File: config.mk
export PLATFORM = sky130hd
export DESIGN_NAME = decode_trace_buffer
export DESIGN_NICKNAME = d
export VERILOG_FILES = /design/src/rtl/decode_trace_buffer.sv
export SDC_FILE = /design/constraint.sdc
export NUM_CORES = 1
export LEC_CHECK = 0
export CAP_MARGIN = 40
export CORE_MARGIN = 5
export CORE_UTILIZATION = 60
export DETAILED_ROUTE_END_ITERATION = 16
export PLACE_DENSITY = 0.79
export SLEW_MARGIN = 20
export SYNTH_ARGS = -nofsm -noshare
export SYNTH_HDL_FRONTEND = slang
export SYNTH_SLANG_ARGS = --single-unit
File: constraint.sdc
create_clock -name clk -period 12.2 [get_ports clk]
set_clock_uncertainty 0.1 [all_clocks]
set_input_delay 1.83 -clock clk [delete_from_list [all_inputs] [get_ports clk]]
set_output_delay 1.83 -clock clk [all_outputs]
set_load 0.05 [all_outputs]
File: src/rtl/decode_trace_buffer.sv
// Decode-stage trace capture: circular buffer of decoded instructions, frozen after a
// post-trigger window and drained oldest-first over a show-ahead valid/ready port.
module decode_trace_buffer #(
  parameter int unsigned PC_W      = 32,
  parameter int unsigned REG_AW    = 5,
  parameter int unsigned IMM_W     = 32,
  parameter int unsigned DEPTH     = 16,
  parameter int unsigned POST_TRIG = 8,
  parameter int unsigned TRIG_MODE = 0
) (
  input  logic                                  clk,
  input  logic                                  reset,
  input  logic                                  arm,
  input  logic                                  abort,
  input  logic [PC_W-1:0]                       trig_pc,
  input  logic                                  cap_valid,
  input  logic [PC_W-1:0]                       cap_pc,
  input  logic [6:0]                            cap_opcode,
  input  logic [REG_AW-1:0]                     cap_rd,
  input  logic [REG_AW-1:0]                     cap_rs1,
  input  logic [REG_AW-1:0]                     cap_rs2,
  input  logic [IMM_W-1:0]                      cap_imm,
  input  logic                                  cap_reg_write,
  input  logic                                  cap_alu_src,
  output logic                                  rd_valid,
  input  logic                                  rd_ready,
  output logic [PC_W+7+3*REG_AW+IMM_W+2-1:0]    rd_data,
  output logic [$clog2(DEPTH):0]                count,
  output logic [1:0]                            state,
  output logic                                  wrapped
);

  localparam int unsigned AW = $clog2(DEPTH);
  localparam int unsigned CW = AW + 1;
  localparam int unsigned EW = PC_W + 7 + 3 * REG_AW + IMM_W + 2;

  typedef enum logic [1:0] {
    StIdle  = 2'b00,
    StArmed = 2'b01,
    StPost  = 2'b10,
    StDone  = 2'b11
  } state_e;

  state_e          state_q, state_d;
  logic [AW-1:0]   head_q, head_d, tail_q, tail_d, wr_addr;
  logic [CW-1:0]   count_q, count_d, post_q, post_d;
  logic            wrapped_q, wrapped_d;
  logic            wr_en;
  logic [EW-1:0]   entry;
  logic [EW-1:0]   mem [DEPTH];

  assign entry = {cap_pc, cap_opcode, cap_rd, cap_rs1, cap_rs2, cap_imm, cap_reg_write,
                  cap_alu_src};

  always_comb begin
    state_d   = state_q;
    head_d    = head_q;
    tail_d    = tail_q;
    count_d   = count_q;
    post_d    = post_q;
    wrapped_d = wrapped_q;
    wr_en     = 1'b0;
    wr_addr   = tail_q;
    if (abort) begin
      state_d = StIdle;
      head_d  = '0;
      tail_d  = '0;
      count_d = '0;
      post_d  = '0;
    end else begin
      unique case (state_q)
        StIdle: begin
          if (arm) begin
            head_d    = '0;
            tail_d    = '0;
            count_d   = '0;
            wrapped_d = 1'b0;
            if (TRIG_MODE == 1) begin
              // The arm cycle itself is the trigger; a capture here is the trigger entry.
              post_d  = CW'(POST_TRIG);
              state_d = StPost;
              if (cap_valid) begin
                wr_en   = 1'b1;
                wr_addr = '0;
                tail_d  = AW'(1);
                count_d = CW'(1);
                if (POST_TRIG == 0) state_d = StDone;
              end
            end else begin
              state_d = StArmed;
            end
          end
        end
        StArmed, StPost: begin
          if (cap_valid) begin
            wr_en  = 1'b1;
            tail_d = tail_q + 1'b1;
            if (count_q == CW'(DEPTH)) begin
              head_d    = head_q + 1'b1;
              wrapped_d = 1'b1;
            end else begin
              count_d = count_q + 1'b1;
            end
            if (state_q == StArmed) begin
              if (TRIG_MODE == 0 && cap_pc == trig_pc) begin
                post_d  = CW'(POST_TRIG);
                state_d = (POST_TRIG == 0) ? StDone : StPost;
              end
            end else if (post_q <= CW'(1)) begin
              post_d  = '0;
              state_d = StDone;
            end else begin
              post_d = post_q - 1'b1;
            end
          end
        end
        StDone: begin
          if (count_q == '0) begin
            state_d = StIdle;
          end else if (rd_ready) begin
            head_d  = head_q + 1'b1;
            count_d = count_q - 1'b1;
            if (count_q == CW'(1)) state_d = StIdle;
          end
        end
      endcase
    end
  end

  always_ff @(posedge clk) begin
    if (!reset) begin
      state_q   <= StIdle;
      head_q    <= '0;
      tail_q    <= '0;
      count_q   <= '0;
      post_q    <= '0;
      wrapped_q <= 1'b0;
    end else begin
      state_q   <= state_d;
      head_q    <= head_d;
      tail_q    <= tail_d;
      count_q   <= count_d;
      post_q    <= post_d;
      wrapped_q <= wrapped_d;
    end
  end

  // Storage needs no reset: rd_data is gated by rd_valid.
  always_ff @(posedge clk) begin
    if (reset && wr_en) mem[wr_addr] <= entry;
  end

  assign rd_valid = (state_q == StDone) && (count_q != '0);
  assign rd_data  = rd_valid ? mem[head_q] : '0;
  assign count    = count_q;
  assign state    = state_q;
  assign wrapped  = wrapped_q;

endmodule

==> flow_summary.json <==
{
  "syn_area_per_cell_um2": 24.09,
  "netlist-cell-type-count": 52,
  "cap_violations": 0,
  "ant_nets": 0,
  "fillers": 5055,
  "drive_above_1_share": 0.2675,
  "start_util": 0.6040,
  "viasPerCell": 6.805,
  "outcome": "completed",
  "yosys-top-cells-area": "edfxtp_1 76%, mux4_2 18%, nor2b_1 1.1%",
  "required_ps": 10270,
  "vdd_ir_drop_max_mv": 0.1485,
  "num_vias": 26778,
  "synth_flop_cell": "edfxtp_1",
  "syn2layout_area_growth_pct": 15.80,
  "crit_path_start_kind": "flop",
  "register_area_mm2": 0.04280,
  "dr.pass1.iters": 5,
  "path_max_fanout": 189,
  "fp-row-count": 111,
  "setup-tns-final_ps": 0,
  "cts_buffer_depth": 3,
  "io_buffers": 222,
  "slew_headroom": 0.2239,
  "synth_top_area_frac": 0.7636,
  "hpwl_mm": 68.67,
  "synth_edf_count": 1408,
  "cp-end-kind": "output port",
  "fmax_mhz": 145.6,
  "ys_ff_latch": 1433,
  "dr.first_iter.drc_count": 3881,
  "place.gp.congestion": 0.7903,
  "io_pins": 223,
  "final_cell_mix": "1,408 x edfxtp_1, 440 x mux4_2, 222 x clkdlybuf4s50_1",
  "grt_pass1_vias": 28326,
  "synth_fp_nets": 2440,
  "track_usage": 0.2816,
  "die_h_um": 313.8,
  "drc_errors": 0,
  "cts.repair.resized": 0,
  "yosys.area.top_type": "edfxtp_1",
  "timing.hold.ws_ps": 406.4,
  "min_period_over_period": 0.5628,
  "leakage_nw": 19.34,
  "post-place-cells": 3664,
  "min_period_ps": 6866,
  "crit_type": "reg2out",
  "gr-total-overflow": 0,
  "mostFrequentLayoutCell": "edfxtp_1",
  "grt_max_degree": 190,
  "insertion_delay_ps": 740,
  "final_cells": 3935,
  "die_w_um": 313.8,
  "ys_async_sr_fraction": 0,
  "antenna_found_initial": 15,
  "placed_area_mm2": 0.05950,
  "core-area_mm2": 0.09166,
  "cts_tree": "done",
  "htree_num_levels": 4,
  "ys_warn_count": 0,
  "cp.arrival_ps": 4940,
  "finalNetCount": 2764,
  "yosysSeqAreaShare": 0.7727,
  "multi_input_area_mm2": 0.01201,
  "drv_slew": 0,
  "wl_per_cell_um": 34.93,
  "numClockSinks": 1433,
  "tightest_slew_ps": 1164,
  "syn_inst": 2298,
  "clockRootBuffer": "clkbuf_16",
  "postLayoutCoreUtil": 0.6995,
  "clk_pin_slew_ps": 70,
  "dieArea_mm2": 0.09845,
  "holdCritPathClass": "reg2reg",
  "grt_pass1_wl_mm": 197.5,
  "drt-total-wl_mm": 137.5,
  "finalHoldViolCount": 0,
  "cts_made_buffers": 140,
  "cts_setup_buffers": 0,
  "netlist_area_mm2": 0.05537,
  "hold_buffers": 0,
  "rsz0062_at_grt": "false",
  "final_area_mm2": 0.06411,
  "power_density_mw_per_mm2": 154.6,
  "setup_viol_count_final": 0
}
## final cells by class
type / count / share of cell area
flip-flops and latches: 1433 / 0.6675
multi-input cells: 739 / 0.1873
clock buffers: 175 / 0.05966
repair buffers: 298 / 0.05027
well taps: 1186 / 0.02315
clock inverters: 81 / 0.01099
inverters: 10 / 0.0005855
diodes: 13 / 0.0005074
## cells in the mapped netlist, types with 4 or more instances
cell type,instances
a21oi_1,12
nor2_1,31
ha_1,16
inv_1,10
edfxtp_1,1408
xor2_1,37
o21ai_0,10
or3_1,5
buf_2,17
clkbuf_1,59
nand2_1,24
dfxtp_1,25
buf_4,9
nor4_1,8
mux4_2,440
nor3_1,5
buf_1,9
buf_6,22
nor2b_1,96
mux2i_1,4
## layer usage
metal,part of all wire,global-route usage
met1,0.35,0.3709
met2,0.52,0.4760
met4,0.036,0.1082
met5,0.00019,0
met3,0.096,0.05478
## sequential cells by signal, summed over array words and instances (netlist names), named ones only
name / cells
mem: 1408
count: 5
post_q: 5
head_q: 4
tail_q: 4
state: 2
wrapped: 1
## stage by stage
stage | setup WS, ps | power [mW]
finish | 5334 | 9.913
global route | 5029 | 10.21
CTS | 5232 | 9.956
detailed placement | 6086 | 5.724
global placement | 5863 | 5.709
floorplan | 3153 | 5.599
## cell families (layout without fill, tap and decap cells)
| family | count (synthesis) | count (layout) | synth area share |
|---|---|---|---|
| adder cells (fa/ha/maj) | 16 | 16 | 0.003616 |
| multiplexers | 444 | 444 | 0.1797 |
| other | 0 | 13 | 0 |
| AO/OA/AOI/OAI | 53 | 53 | 0.006418 |
| AND/OR/NAND/NOR | 188 | 188 | 0.01907 |
| buffers and inverters | 126 | 564 | 0.01252 |
| flip-flops | 1433 | 1433 | 0.7727 |
| XOR/XNOR | 38 | 38 | 0.006011 |
## critical path, cell delays in order, from the launching register on
cell and delay (ps):
dfxtp_4 550, buf_4 570, buf_12 890, mux4_2 420
mux4_2 260, nor2b_1 440, clkdlybuf4s50_1 910
## path summary, 6_finish.rpt
path	start	endpoint	slack [ps]	depth (start not counted)
worst max-delay path	flop	rd_data[69]	5330	6
worst min-delay path	wrapped$_SDFFE_PN0P_	wrapped$_SDFFE_PN0P_	410	2
worst max register to register	state[0]$_SDFFE_PP0P_	mem[10][82]$_DFFE_PP_	7510	8
worst min register to register	wrapped$_SDFFE_PN0P_	wrapped$_SDFFE_PN0P_	410	2
## report_power, final
group          internal (mW)  switching [mW]  total [mW]
Clock                   2.48            1.81        4.29
Sequential              5.41         0.00246        5.41
Combinational         0.0895           0.126       0.215
Total                   7.97            1.94        9.91
No activity file was read; power rests on OpenSTA's default activity.
